===== config.mk =====
export PLATFORM = sky130hd
export DESIGN_NAME = eviction_write_buffer_flat
export DESIGN_NICKNAME = d
export VERILOG_FILES = /design/src/rtl/eviction_write_buffer_if.sv /design/src/rtl/eviction_write_buffer.sv /design/src/flat_wrapper.sv
export SDC_FILE = /design/constraint.sdc
export NUM_CORES = 1
export LEC_CHECK = 0
export CORE_AREA = 2 2 218 220
export DETAILED_ROUTE_END_ITERATION = 10
export DIE_AREA = 0 0 220 222
export DONT_BUFFER_PORTS = 1
export PLACE_DENSITY = 0.68
export REMOVE_ABC_BUFFERS = 1
export SLEW_MARGIN = 15
export SYNTH_ARGS = -nofsm -noshare
export SYNTH_HDL_FRONTEND = slang
export SYNTH_SLANG_ARGS = --single-unit

===== constraint.sdc =====
create_clock -name clk -period 16.2 [get_ports clk]
set_input_delay 1.62 -clock clk [delete_from_list [all_inputs] [get_ports clk]]
set_output_delay 1.62 -clock clk [all_outputs]
set_load 0.05 [all_outputs]

===== src/rtl/eviction_write_buffer_if.sv =====
// Upstream line port (arbiter side) and physical-memory port of the eviction write buffer.
`timescale 1ns/1ps
interface eviction_write_buffer_if;
    logic         mem_read;
    logic         mem_write;
    logic [15:0]  mem_address;
    logic [127:0] mem_wdata;
    logic [127:0] mem_rdata;
    logic         mem_resp;
    logic         pmem_read;
    logic         pmem_write;
    logic [15:0]  pmem_address;
    logic [127:0] pmem_wdata;
    logic [127:0] pmem_rdata;
    logic         pmem_resp;

    // Environment view: drives upstream requests and models physical memory.
    modport master (
        output mem_read, mem_write, mem_address, mem_wdata, pmem_rdata, pmem_resp,
        input  mem_rdata, mem_resp, pmem_read, pmem_write, pmem_address, pmem_wdata
    );

    modport slave (
        input  mem_read, mem_write, mem_address, mem_wdata, pmem_rdata, pmem_resp,
        output mem_rdata, mem_resp, pmem_read, pmem_write, pmem_address, pmem_wdata
    );
endinterface


===== src/rtl/eviction_write_buffer.sv =====
// Line-granular posted write buffer between the mp3 arbiter and physical memory.
// Define EWB_READ_FORWARD_EN to serve read hits from the buffer instead of draining first.
`timescale 1ns/1ps
module eviction_write_buffer #(
    parameter int unsigned DEPTH       = 2,
    parameter int unsigned DRAIN_DELAY = 4
) (
    input logic                    clk,
    input logic                    rst,
    eviction_write_buffer_if.slave bus
);
    localparam int unsigned AW = (DEPTH > 1) ? $clog2(DEPTH) : 1;
    localparam int unsigned CW = AW + 1;
    localparam int unsigned IW = $clog2(DRAIN_DELAY + 1);

    typedef enum logic [2:0] {StIdle, StAck, StRdMiss, StRdAck, StDrain} state_e;
    typedef enum logic [2:0] {ActNone, ActRdHit, ActRdMiss, ActWrHit, ActWrNew, ActDrain} act_e;

    state_e         state_q;
    logic [AW-1:0]  head_q, tail_q;
    logic [CW-1:0]  count_q;
    logic [IW-1:0]  idle_cnt_q;
    logic [11:0]    line_addr_q [DEPTH];
    logic [127:0]   data_q      [DEPTH];
    logic [127:0]   mem_rdata_q, pmem_wdata_q;
    logic [15:0]    pmem_address_q;
    logic           mem_resp_q, pmem_read_q, pmem_write_q;

    logic           hit;
    logic [AW-1:0]  hit_idx, off;
    act_e           act;
    logic           unused_addr_bits;

    assign unused_addr_bits = ^bus.mem_address[3:0];

    // Only occupied slots (offset from head below count) may match.
    always_comb begin
        hit     = 1'b0;
        hit_idx = '0;
        off     = '0;
        for (int unsigned i = 0; i < DEPTH; i++) begin
            off = AW'(i) - head_q;
            if (CW'(off) < count_q && line_addr_q[i] == bus.mem_address[15:4]) begin
                hit     = 1'b1;
                hit_idx = AW'(i);
            end
        end
    end

    always_comb begin
        act = ActNone;
        if (bus.mem_read) begin
`ifdef EWB_READ_FORWARD_EN
            act = hit ? ActRdHit : ActRdMiss;
`else
            // Flush until the aliasing line is in pmem, then read it as a miss.
            act = hit ? ActDrain : ActRdMiss;
`endif
        end else if (bus.mem_write) begin
            if (hit)                            act = ActWrHit;
            else if (count_q != CW'(DEPTH))     act = ActWrNew;
            else                                act = ActDrain;
        end else if (count_q != '0 && idle_cnt_q >= IW'(DRAIN_DELAY - 1)) begin
            act = ActDrain;
        end
    end

    always_ff @(posedge clk or posedge rst) begin
        if (rst) begin
            state_q        <= StIdle;
            head_q         <= '0;
            tail_q         <= '0;
            count_q        <= '0;
            idle_cnt_q     <= '0;
            mem_rdata_q    <= '0;
            mem_resp_q     <= 1'b0;
            pmem_read_q    <= 1'b0;
            pmem_write_q   <= 1'b0;
            pmem_address_q <= '0;
            pmem_wdata_q   <= '0;
            for (int unsigned i = 0; i < DEPTH; i++) begin
                line_addr_q[i] <= '0;
                data_q[i]      <= '0;
            end
        end else begin
            mem_resp_q <= 1'b0;
            unique case (state_q)
                StIdle: begin
                    idle_cnt_q <= '0;
                    unique case (act)
                        ActNone: begin
                            if (idle_cnt_q != IW'(DRAIN_DELAY)) idle_cnt_q <= idle_cnt_q + 1'b1;
                        end
                        ActRdHit: begin
                            mem_rdata_q <= data_q[hit_idx];
                            mem_resp_q  <= 1'b1;
                            state_q     <= StAck;
                        end
                        ActRdMiss: begin
                            pmem_read_q    <= 1'b1;
                            pmem_address_q <= {bus.mem_address[15:4], 4'h0};
                            state_q        <= StRdMiss;
                        end
                        ActWrHit: begin
                            data_q[hit_idx] <= bus.mem_wdata;
                            mem_resp_q      <= 1'b1;
                            state_q         <= StAck;
                        end
                        ActWrNew: begin
                            line_addr_q[tail_q] <= bus.mem_address[15:4];
                            data_q[tail_q]      <= bus.mem_wdata;
                            tail_q              <= tail_q + 1'b1;
                            count_q             <= count_q + 1'b1;
                            mem_resp_q          <= 1'b1;
                            state_q             <= StAck;
                        end
                        ActDrain: begin
                            pmem_write_q   <= 1'b1;
                            pmem_address_q <= {line_addr_q[head_q], 4'h0};
                            pmem_wdata_q   <= data_q[head_q];
                            state_q        <= StDrain;
                        end
                        default: ;
                    endcase
                end
                StAck, StRdAck: state_q <= StIdle;
                StRdMiss: begin
                    if (bus.pmem_resp) begin
                        pmem_read_q <= 1'b0;
                        mem_rdata_q <= bus.pmem_rdata;
                        mem_resp_q  <= 1'b1;
                        state_q     <= StRdAck;
                    end
                end
                StDrain: begin
                    if (bus.pmem_resp) begin
                        pmem_write_q <= 1'b0;
                        head_q       <= head_q + 1'b1;
                        count_q      <= count_q - 1'b1;
                        state_q      <= StIdle;
                    end
                end
                default: state_q <= StIdle;
            endcase
        end
    end

    assign bus.mem_rdata    = mem_rdata_q;
    assign bus.mem_resp     = mem_resp_q;
    assign bus.pmem_read    = pmem_read_q;
    assign bus.pmem_write   = pmem_write_q;
    assign bus.pmem_address = pmem_address_q;
    assign bus.pmem_wdata   = pmem_wdata_q;
endmodule


===== src/flat_wrapper.sv =====
// flat-port wrapper written by rule: the top's interface ports become plain ports
module eviction_write_buffer_flat 
#(
    parameter int unsigned DEPTH       = 2,
    parameter int unsigned DRAIN_DELAY = 4
)
  (clk, rst, bus_mem_read, bus_mem_write, bus_mem_address, bus_mem_wdata, bus_pmem_rdata, bus_pmem_resp, bus_mem_rdata, bus_mem_resp, bus_pmem_read, bus_pmem_write, bus_pmem_address, bus_pmem_wdata);
  eviction_write_buffer_if bus_i ();
  input logic clk;
  input logic rst;
  input wire logic [$bits(bus_i.mem_read)-1:0] bus_mem_read;
  input wire logic [$bits(bus_i.mem_write)-1:0] bus_mem_write;
  input wire logic [$bits(bus_i.mem_address)-1:0] bus_mem_address;
  input wire logic [$bits(bus_i.mem_wdata)-1:0] bus_mem_wdata;
  input wire logic [$bits(bus_i.pmem_rdata)-1:0] bus_pmem_rdata;
  input wire logic [$bits(bus_i.pmem_resp)-1:0] bus_pmem_resp;
  output wire logic [$bits(bus_i.mem_rdata)-1:0] bus_mem_rdata;
  output wire logic [$bits(bus_i.mem_resp)-1:0] bus_mem_resp;
  output wire logic [$bits(bus_i.pmem_read)-1:0] bus_pmem_read;
  output wire logic [$bits(bus_i.pmem_write)-1:0] bus_pmem_write;
  output wire logic [$bits(bus_i.pmem_address)-1:0] bus_pmem_address;
  output wire logic [$bits(bus_i.pmem_wdata)-1:0] bus_pmem_wdata;
  assign bus_i.mem_read = bus_mem_read;
  assign bus_i.mem_write = bus_mem_write;
  assign bus_i.mem_address = bus_mem_address;
  assign bus_i.mem_wdata = bus_mem_wdata;
  assign bus_i.pmem_rdata = bus_pmem_rdata;
  assign bus_i.pmem_resp = bus_pmem_resp;
  assign bus_mem_rdata = bus_i.mem_rdata;
  assign bus_mem_resp = bus_i.mem_resp;
  assign bus_pmem_read = bus_i.pmem_read;
  assign bus_pmem_write = bus_i.pmem_write;
  assign bus_pmem_address = bus_i.pmem_address;
  assign bus_pmem_wdata = bus_i.pmem_wdata;
  eviction_write_buffer #(.DEPTH(DEPTH), .DRAIN_DELAY(DRAIN_DELAY)) u_core (.clk(clk), .rst(rst), .bus(bus_i));
endmodule

==> results of run 1 <==
==> per-layer routing <==
metal  track usage, %  part of all wire (%)  up-vias
li1                 -                     -     5223
met1             25.4                    40     6264
met2             33.0                    48      345
met3             8.74                    10       70
met4             5.13                   1.9        4
met5                0                 0.051        -
==> cell usage in the layout (no fill, tap or decap), types with 8 or more instances in the layout <==
cell	n
clkbuf_1	9
buf_4	19
nor2_1	9
clkbuf_8	15
bufinv_16	8
nand2_1	21
mux2_4	66
clkinv_2	9
xnor2_1	16
xor2_1	12
mux2_2	598
mux2i_1	12
inv_1	15
clkbuf_16	59
o221ai_1	12
dfrtp_1	560
==> final cells by class <==
type	instances	share of cell area [%]
Tap cell	607	2.94
Clock buffer	83	6.65
Sequential cell	561	54.4
Multi-Input combinational cell	810	33.9
Timing Repair Buffer	19	0.552
Clock inverter	23	1.30
Inverter	16	0.262
Antenna cell	2	0.0194
==> power by group through the flow <==
stage / combinational [mW] / sequential, mW / clock (mW)
after floorplan: 1.39 / 3.61 / 0
after global placement: 1.47 / 3.75 / 0
after detailed placement: 1.52 / 3.78 / 0
after CTS: 1.53 / 3.76 / 1.44
after global routing: 1.63 / 3.83 / 1.50
final: 1.51 / 3.75 / 1.40
==> metrics by stage <==
step	utilization, %	hold WS [ns]	cells
after CTS	55.8	0.501	2119
after detailed placement	51.4	0.487	2013
after floorplan	-	0.474	1387
final	55.8	0.498	2121
after global placement	51.4	0.481	2013
after global routing	55.8	0.511	2119
==> how the worst min path moves through the flow <==
stage,slack [ns],end
2_1_floorplan,0.47,u_core.data_q[0]$_DFFE_PP0P_
6_report,0.50,u_core.data_q[164]$_DFFE_PP0P_
3_5_place_dp,0.49,u_core.data_q[1]$_DFFE_PP0P_
3_3_place_gp,0.48,u_core.data_q[20]$_DFFE_PP0P_
5_1_grt,0.51,u_core.data_q[106]$_DFFE_PP0P_
4_1_cts,0.50,u_core.data_q[63]$_DFFE_PP0P_
==> worst reg2reg max path, cell delays in order, from the launching register on <==
cell and delay [ns]:
dfrtp_4 0.81, a21oi_1 0.22, nor4_1 0.31, and4_1 0.34
or2_2 0.18, a211o_4 0.55, buf_4 0.93, mux2_2 0.52
==> synth_stat cells, drive strengths merged, types with 6 or more instances <==
| master | n | area share (%) |
|---|---|---|
| o21ai | 6 | 0.13 |
| xor2 | 12 | 0.45 |
| xnor2 | 16 | 0.60 |
| nand2 | 21 | 0.34 |
| mux2 | 664 | 33 |
| buf | 38 | 1.1 |
| mux2i | 12 | 0.52 |
| clkbuf | 44 | 0.71 |
| nor3 | 6 | 0.13 |
| nor2 | 9 | 0.15 |
| o221ai | 12 | 0.45 |
| dfrtp | 561 | 60 |
| inv | 16 | 0.26 |
==> kinds of logic (layout without fill, tap and decap cells) <==
family / after synthesis / after routing / synth area share, %
adder cells (fa/ha/maj): 3 / 3 / 0.162
XOR/XNOR: 28 / 28 / 1.06
multiplexers: 676 / 676 / 33.8
flip-flops: 561 / 561 / 60.4
other: 1 / 6 / 0.0161
buffers and inverters: 98 / 141 / 2.07
AND/OR/NAND/NOR: 63 / 63 / 1.34
AO/OA/AOI/OAI: 36 / 36 / 1.14
==> flip-flops by register name, summed over array words and instances, names as in the netlist <==
| register | cells |
|---|---|
| u_core.bus.pmem_read | 1 |
| u_core.data_q | 256 |
| u_core.bus.mem_resp | 1 |
| u_core.bus.pmem_write | 1 |
| u_core.state_q | 3 |
| u_core.head_q | 1 |
| u_core.line_addr_q | 24 |
| u_core.tail_q | 1 |
| u_core.bus.pmem_address | 12 |
| u_core.idle_cnt_q | 3 |
| u_core.count_q | 2 |
| u_core.bus.mem_rdata | 128 |
| u_core.bus.pmem_wdata | 128 |
==> impl_metrics.tcl, run 1 <==
set metrics [dict create \
    swShare_pct 41.5 \
    multi_input_area_mm2 0.00876 \
    crit_path_top_delay_cell "buf_4" \
    worstHoldPathCells 1 \
    numClockSinks 561 \
    ys_ff_latch 561 \
    cp-endpoint "u_core.bus.pmem_wdata[122]$_DFFE_PP0P_" \
    die_w_um 220 \
    clk_pin_slew_ns 0.06 \
    p_comb_share_pct 22.6 \
    leakage_nw 11.6 \
    drtIter0Drc 530 \
    fmax_mhz 229 \
    regArea_mm2 0.0140 \
    slew_viol_final 0 \
    portBuffers 0 \
    r2r_slack_ns 12.22 \
    synth.yosys.seq_area_share_pct 60.4 \
    routabilityCongestion 0.819 \
    path_class "in2reg" \
    worstHoldStart "u_core.data_q[164]$_DFFE_PP0P_" \
    fin_nets 1745 \
    syn_area_per_cell_um2 15.8 \
    die_h_um 222 \
    slowest_delay_ns 0.86 \
    ios 552 \
    finalCritPeriodShare_pct 26.9 \
    n_fill_cell 3635 \
    skew_ns 0.0117 \
    wl_per_cell_um 23.9 \
    clk_latency_ns 0.60 \
    grt_pass1_vias 12800 \
    grt_max_degree 143 \
    hold_viol 0 \
    hold_buffers 0 \
    post-dp-hpwl_mm 34.2 \
    startpoint "bus_mem_address[7]" \
    core-area_mm2 0.0463 \
    drc_errors 0 \
    rsz0062_at_grt "false" \
    ys_types 43 \
    p_switching_mw 2.76 \
    r2r_cells 7 \
    vias 11900 \
    cts_made_buffers 57 \
    async_reset_ff_share_pct 100 \
    die-area_mm2 0.0488 \
    htreeDepth 2 \
    postSynthCellCount 1466 \
    powerDensity_mw_per_mm2 258 \
    path_buf_inv 1 \
    clockBufferDepth 3 \
    fin_area_mm2 0.0258 \
    pwr-share-seq_pct 56.3 \
    slew_headroom_pct 22.3 \
    irDropWorstVdd_mv 0.146 \
    synthFlopType "dfrtp_1" \
    cp_top_family "simple AND/OR/NAND/NOR gates" \
    total_power_mw 6.65 \
    overflow 0 \
    setup_viol 0 \
    place_ws_ns 11.27 \
    grt_antenna_before_repair 3 \
    wirelength_mm 50.7 \
    path_cells "xnor2_1 > nand4_1 > nor4_1 > or2_2 > a211o_4 > buf_4 > mux2_2" \
    tns_ns 0 \
    worst_ep_arrival_time_ns 4.84 \
    drv_cap 0 \
    grt_use_total_pct 20.5 \
    tightest_slew_ns 1.17 \
    cp_max_fo 57 \
    status "complete, no violations" \
    p_int_mw 3.89 \
    cts_root_buffer "clkbuf_16" \
    cp.depth 7 \
    pwr-share-clk_pct 21.1 \
    synth_edf_count 0 \
    post_cts_resized 0 \
    postPlaceCellArea_mm2 0.0238 \
    synth_warnings 0 \
    viasPerCell 5.61 \
    crit_path_start_kind "primary input" \
    rows 79 \
    timing.final.ws_setup_ns 11.84 \
    dr.pass1.iters 4 \
    area_delta_synth_final_pct 11.2 \
    grt_pass1_wl_mm 76.9 \
    initial_core_util_pct 50.2 \
    layout_min_cycle_time_ns 4.36 \
    tritoncts "done" \
    drt.antenna.violating_nets 0 \
    worst_setup_path_end_kind "flip-flop" \
    required_ns 16.68 \
    regToRegStartpoint "u_core.head_q$_DFFE_PP0P_" \
    rr_endpoint "u_core.bus.pmem_wdata[122]$_DFFE_PP0P_" \
    hp-class "reg2reg" \
    cts_setup_buffers 0 \
    drive_gt1_share_pct 52.1 \
    synthesis.area_mm2 0.0232 \
]
No activity file was read; power rests on OpenSTA's default activity.
==> run 2: changes to the inputs <==
Settings changed: ABC_AREA set to 1, CORE_AREA 2 2 218 220 to 2 2 215 217, DIE_AREA 0 0 220 222 to 0 0 217 219, PLACE_DENSITY 0.68 to 0.71.
Clock period 16.2 ns to 3.8 ns, I/O delays scaled along.
==> run 2 against run 1 <==
Compared with the run above:
- synthesized cell count increased by 86%
- global-route usage increased by 9.1 points
- setup slack got worse by 11 ns
- sequential share of layout area decreased by 5.6 points
- sequential power increased to 3.9 times the previous value
- count of clock-buffer cells in the layout increased by 10
- critical endpoint is now u_core.bus.pmem_wdata[69]$_DFFE_PP0P_
- largest power group unchanged
==> impl_metrics.tcl, run 2 <==
set metrics [dict create \
    p_switching_mw 13.0 \
    slowest_delay_ns 0.70 \
    grt_antenna_before_repair 13 \
    die_h_um 219 \
    tightest_slew_ns 1.23 \
    finalCritPeriodShare_pct 89.9 \
    fin_area_mm2 0.0288 \
    clockBufferDepth 3 \
    rows 78 \
    drc_errors 0 \
    cts_root_buffer "clkbuf_16" \
    grt_use_total_pct 29.6 \
    regArea_mm2 0.0140 \
    clk_pin_slew_ns 0.06 \
    synth_common_cells "nand2_1 (1,158), dfrtp_1 (561), nor2_1 (290), nand3_1 (262), o31ai_2 (90)" \
    pwr-share-seq_pct 55.0 \
    drt.antenna.violating_nets 0 \
    core-area_mm2 0.0451 \
    worst_setup_path_end_kind "flip-flop" \
    crit_path_start_kind "flip-flop" \
    vias 20100 \
    fin_nets 3184 \
    synthFlopType "dfrtp_1" \
    n_fill_cell 3517 \
    synth_warnings 0 \
    final_common_cell "nand2_1" \
    initial_core_util_pct 53.1 \
    grt_pass1_vias 20100 \
    die_w_um 217 \
    routabilityCongestion 0.856 \
    path_cells "inv_4 > o21ai_1 > nand3_1 > nor2_1 > nand2_1 > nand2_1 > nand3_2 > nand3_2 > inv_2 > nand2_8 > buf_12 > nand2_1 > o31ai_2" \
    numClockSinks 561 \
    synth_top_area_share_pct 58.6 \
    area_delta_synth_final_pct 20.3 \
    irDropWorstVdd_mv 0.712 \
    layout_min_cycle_time_ns 3.42 \
    wirelength_mm 71.5 \
    async_reset_ff_share_pct 100 \
    syn_area_per_cell_um2 8.76 \
    hold_viol 0 \
    hp-class "in2reg" \
    leakage_nw 14.7 \
    place_ws_ns 0.545 \
    fmax_mhz 293 \
    cp_max_fo 206 \
    viasPerCell 5.63 \
    ios 552 \
    cts_made_buffers 57 \
    ys_ff_latch 561 \
    clk_latency_ns 0.62 \
    drv_cap 0 \
    htreeDepth 2 \
    dr.pass1.iters 6 \
    top_register "u_core.data_q" \
    worst_path_most_repeated_cell "nand2_1" \
    p_int_mw 13.9 \
    synth_area_leaders "dfrtp_1 (59%), nand2_1 (18%), nand3_1 (5.5%)" \
    multi_input_area_mm2 0.00883 \
    total_power_mw 26.9 \
    final_util_pct 63.9 \
    synthesis.area_mm2 0.0239 \
    rsz0062_at_grt "false" \
    slew_headroom_pct 18.1 \
    powerDensity_mw_per_mm2 934 \
    drive_gt1_share_pct 7.77 \
    p_comb_share_pct 23.7 \
    tritoncts "done" \
    timing.final.ws_setup_ns 0.384 \
    synth_edf_count 0 \
    synth_top_area_cell "dfrtp_1" \
    die-area_mm2 0.0475 \
    path_class "reg2reg" \
    yosys.cell_count.top_type "nand2_1" \
    required_ns 4.29 \
    postPlaceCellArea_mm2 0.0241 \
    worst_ep_arrival_time_ns 3.91 \
    overflow 0 \
    slew_viol_final 0 \
    crit_path_top_delay_cell "dfrtp_4" \
    largest_register_ff_count 256 \
    post-dp-hpwl_mm 41.9 \
    grt_max_degree 207 \
    postSynthCellCount 2733 \
    status "complete, no violations" \
    pwr-share-clk_pct 21.3 \
    swShare_pct 48.2 \
    drtIter0Drc 2012 \
    portBuffers 0 \
    cp_top_family "simple AND/OR/NAND/NOR gates" \
    ys_types 30 \
    grt_pass1_wl_mm 111 \
    setup_viol 0 \
    synth.yosys.seq_area_share_pct 58.6 \
    final_cell_mix "nand2_1 (1,155), dfrtp_1 (560), nor2_1 (289)" \
    tns_ns 0 \
    wl_per_cell_um 20.1 \
    cts_setup_buffers 0 \
    skew_ns 0.0146 \
    path_buf_inv 3 \
]
[run 2: changes by cell type after synthesis, sizes merged, moves of 8 or more]
cell    previous run  this run
mux2             664         0
xor2              12         4
clkbuf            44        67
buf               38       117
nand2             21      1160
a21oi              4        14
nor2               9       295
nand3              5       265
xnor2             16         3
o31ai              1       128
o221ai            12         0
inv               16        50
o21ai              6        56
mux2i             12         0
[run 2: kinds of logic after synthesis]
| family | Yosys count | synth area share [%] |
|---|---|---|
| flip-flops | 561 | 58.6 |
| other | 1 | 0.0157 |
| XOR/XNOR | 7 | 0.256 |
| AO/OA/AOI/OAI | 202 | 7.48 |
| AND/OR/NAND/NOR | 1724 | 28.7 |
| adder cells (fa/ha/maj) | 3 | 0.157 |
| buffers and inverters | 235 | 4.75 |
[run 2: stage by stage]
step / instances / hold WS (ns)
CTS: 3549 / 0.00222
finish: 3563 / 0.0327
floorplan: 2552 / 0.443
global route: 3558 / 0.00159
global placement: 3177 / 0.453
detailed placement: 3177 / 0.459
[run 2: area by class of cell]
type	count	area share [%]
clock buffers	93	6.09
repair buffers	293	10.5
well taps	600	2.61
flip-flops and latches	561	48.8
clock inverters	11	0.565
multi-input cells	1940	30.7
inverters	51	0.717
diodes	14	0.122
[run 2: repair_timing]
action	in CTS	in global routing
hold buffers	268	0
resized for setup	0	0
hold endpoints to repair	529	0
[run 2: path summary, 6_finish.rpt]
path	slack, ns	startpoint	endpoint	cells after the start
min reg2reg	0.47	u_core.data_q[139]$_DFFE_PP0P_	u_core.data_q[139]$_DFFE_PP0P_	2
max	0.38	u_core.head_q$_DFFE_PP0P_	u_core.bus.pmem_wdata[69]$_DFFE_PP0P_	13
min	0.03	bus_pmem_rdata[62]	u_core.bus.mem_rdata[62]$_DFFE_PP0P_	2
max reg2reg	0.38	u_core.head_q$_DFFE_PP0P_	u_core.bus.pmem_wdata[69]$_DFFE_PP0P_	13
min in group asynchronous	0.52	rst	u_core.bus.mem_rdata[67]$_DFFE_PP0P_	2
max in group asynchronous	2.15	rst	u_core.data_q[215]$_DFFE_PP0P_	3
[run 2: worst register-to-register path, cell delays in order, from the launching register on]
cell and delay, ns:
dfrtp_4 0.70, inv_4 0.04, o21ai_1 0.13, nand3_1 0.08
nor2_1 0.10, nand2_1 0.11, nand2_1 0.13, nand3_2 0.12
nand3_2 0.12, inv_2 0.07, nand2_8 0.32, buf_12 0.71
nand2_1 0.54, o31ai_2 0.13
[run 2: power groups by stage]
stage | Clock, mW | Sequential [mW] | Combinational (mW)
4_1_cts | 5.80 | 14.7 | 6.27
5_1_grt | 6.08 | 15.0 | 7.23
6_report | 5.73 | 14.8 | 6.36
3_3_place_gp | 0 | 14.7 | 5.66
3_5_place_dp | 0 | 14.8 | 5.97
2_1_floorplan | 0 | 14.2 | 4.76
[run 2: routing by layer]
metal | part of all wire, % | vias up | track usage [%]
met5 | 0.088 | - | 0
met4 | 5.9 | 8 | 17.0
met3 | 10 | 268 | 8.79
met2 | 48 | 1079 | 48.4
met1 | 36 | 9677 | 35.1
li1 | - | 9041 | -
==> run 3: changes to the inputs <==
Settings changed: CORE_AREA 2 2 215 217 to unset, CORE_UTILIZATION set to 30, DIE_AREA 0 0 217 219 to unset, PLACE_DENSITY 0.71 to unset.
==> run 3 against run 2 <==
Compared with the run above:
- maximum frequency up 3.7%
- non-clock buffer count increased by 7
- cell count grew 13%
- critical path type unchanged
- register-to-register slack gained 0.12 ns
- die area is 70% higher
- setup slack better by 0.12 ns
- clock power grew 17%
- largest power group unchanged
- critical endpoint is now u_core.data_q[47]$_DFFE_PP0P_
- flip-flop and latch count did not move
==> impl_metrics.tcl, run 3 (synthesis gave the netlist of run 2 again) <==
set metrics [dict create \
    required_ns 4.28 \
    die-area_mm2 0.0809 \
    core-area_mm2 0.0790 \
    post-dp-hpwl_mm 43.5 \
    dr_wl_met3_mm 6.16 \
    leakage_nw 14.9 \
    wl_per_cell_um 17.7 \
    grt_use_total_pct 17.3 \
    grt_max_degree 146 \
    hold_buffers 265 \
    vias 19000 \
    fin_nets 3200 \
    dr.pass1.iters 5 \
    n_fill_cell 7873 \
    setup_viol 0 \
    top_register "u_core.data_q" \
    tns_ns 0 \
    drv_cap 0 \
    r2r_slack_ns 0.51 \
    cp_max_fo 49 \
    cp-endpoint "u_core.data_q[47]$_DFFE_PP0P_" \
    cts_setup_buffers 0 \
    final_cell_mix "nand2_1 (1,155), dfrtp_1 (560), nor2_1 (289)" \
    powerDensity_mw_per_mm2 927 \
    slew_viol_final 0 \
    clk_pin_slew_ns 0.06 \
    worst_ep_arrival_time_ns 3.78 \
    worst_setup_path_end_kind "flip-flop" \
    tightest_slew_ns 1.10 \
    finalCritPeriodShare_pct 86.7 \
    ios 552 \
    die_w_um 285 \
    routabilityCongestion 0.761 \
    irDropWorstVdd_mv 0.467 \
    drtIter0Drc 1226 \
    wirelength_mm 71.6 \
    portBuffers 0 \
    viasPerCell 4.71 \
    slew_headroom_pct 26.4 \
    regToRegStartpoint "u_core.idle_cnt_q[0]$_DFFE_PP0P_" \
    startpoint "u_core.idle_cnt_q[0]$_DFFE_PP0P_" \
    largest_register_ff_count 256 \
    dr_wl_met2_mm 34.7 \
    grt_pass1_vias 18900 \
    hold_viol 0 \
    rows 103 \
    clockBufferDepth 3 \
    post_cts_resized 0 \
    htreeDepth 3 \
    r2r_cells 15 \
    tritoncts "done" \
    overflow 0 \
    layout_min_cycle_time_ns 3.29 \
    routedLengthMet1_mm 28.1 \
    status "complete, no violations" \
    fmax_mhz 304 \
    drt.antenna.violating_nets 0 \
    final_common_cell "nand2_1" \
    path_class "reg2reg" \
    grt_antenna_before_repair 12 \
    area_delta_synth_final_pct 24.7 \
    crit_path_start_kind "flip-flop" \
    rsz0062_at_grt "false" \
    cts_root_buffer "clkbuf_16" \
    skew_ns 0.0379 \
    grt_pass1_wl_mm 110 \
    drc_errors 0 \
    initial_core_util_pct 30.3 \
    drive_gt1_share_pct 8.85 \
    clk_latency_ns 0.62 \
    hp-class "in2reg" \
    numClockSinks 561 \
    die_h_um 285 \
    whs_ns 0.0344 \
    rr_endpoint "u_core.data_q[47]$_DFFE_PP0P_" \
    cts_made_buffers 66 \
    highest_layer "met5" \
]
[run 3: cell count changes in the layout (fill, tap and decap cells not counted), sizes merged]
cell         change
buf             +10
clkinv           +9
clkinvlp         +4
diode            -4
dlygate4sd3      -3
bufinv           +2
clkbuf           +2
[run 3: where the power goes]
part	total, mW	switching, mW	internal, mW
clock	6.68	2.66	4.02
combinational	6.34	4.13	2.21
sequential	14.7	6.32	8.34
[run 3: through the flow]
step / setup WS [ns] / area, µm² / power (mW) / util (%) / instances
6_report: 0.505 / 29900 / 27.7 / 37.8 / 4033
5_1_grt: 0.245 / 29800 / 29.4 / 37.8 / 4027
4_1_cts: 0.482 / 29800 / 28.0 / 37.8 / 4023
3_5_place_dp: 0.512 / 24800 / 20.9 / 31.4 / 3637
3_3_place_gp: 0.490 / 24800 / 20.7 / 31.4 / 3637
2_1_floorplan: -12.27 / 23000 / 18.9 / - / 2552
[run 3: final cells by class]
| class | count | area (µm²) | area share [%] |
|---|---|---|---|
| inverter | 51 | 204 | 0.683 |
| timing repair buffer | 300 | 3100 | 10.4 |
| antenna | 10 | 25.0 | 0.0838 |
| clock buffer | 95 | 1940 | 6.50 |
| sequential | 561 | 14000 | 47.0 |
| clock inverter | 26 | 399 | 1.34 |
| tap | 1050 | 1310 | 4.40 |
| multi-input combinational | 1940 | 8830 | 29.6 |
[run 3: how the worst min path moves through the flow]
| stage | start | endpoint | slack [ns] | cells past startpoint |
|---|---|---|---|---|
| detailed placement | u_core.data_q[147]$_DFFE_PP0P_ | u_core.data_q[147]$_DFFE_PP0P_ | 0.46 | 2 |
| global placement | u_core.data_q[163]$_DFFE_PP0P_ | u_core.data_q[163]$_DFFE_PP0P_ | 0.45 | 2 |
| finish | bus_pmem_rdata[92] | u_core.bus.mem_rdata[92]$_DFFE_PP0P_ | 0.03 | 2 |
| CTS | bus_pmem_rdata[66] | u_core.bus.mem_rdata[66]$_DFFE_PP0P_ | 0.007 | 2 |
| global route | bus_pmem_rdata[92] | u_core.bus.mem_rdata[92]$_DFFE_PP0P_ | 0.02 | 2 |
| floorplan | u_core.data_q[0]$_DFFE_PP0P_ | u_core.data_q[0]$_DFFE_PP0P_ | 0.44 | 2 |
[run 3: critical path: stages (launching register included)]
cell	delay (ns)
dfrtp_1	0.40
ha_1	0.21
ha_1	0.17
nor2_1	0.10
a22oi_1	0.07
nor2_1	0.09
nand2_1	0.09
nand2_1	0.08
nand2_2	0.10
nor2_4	0.18
nor2_1	0.09
nor2_4	0.54
nand2_4	0.47
buf_12	0.33
nand2_1	0.11
nand2_1	0.05
[run 3: per-layer routing]
layer  GRT usage [%]  vias up
met2            29.7      630
met4            7.20        4
met3            5.69      127
li1                -     9090
met1            19.7     9139
met5               0        -
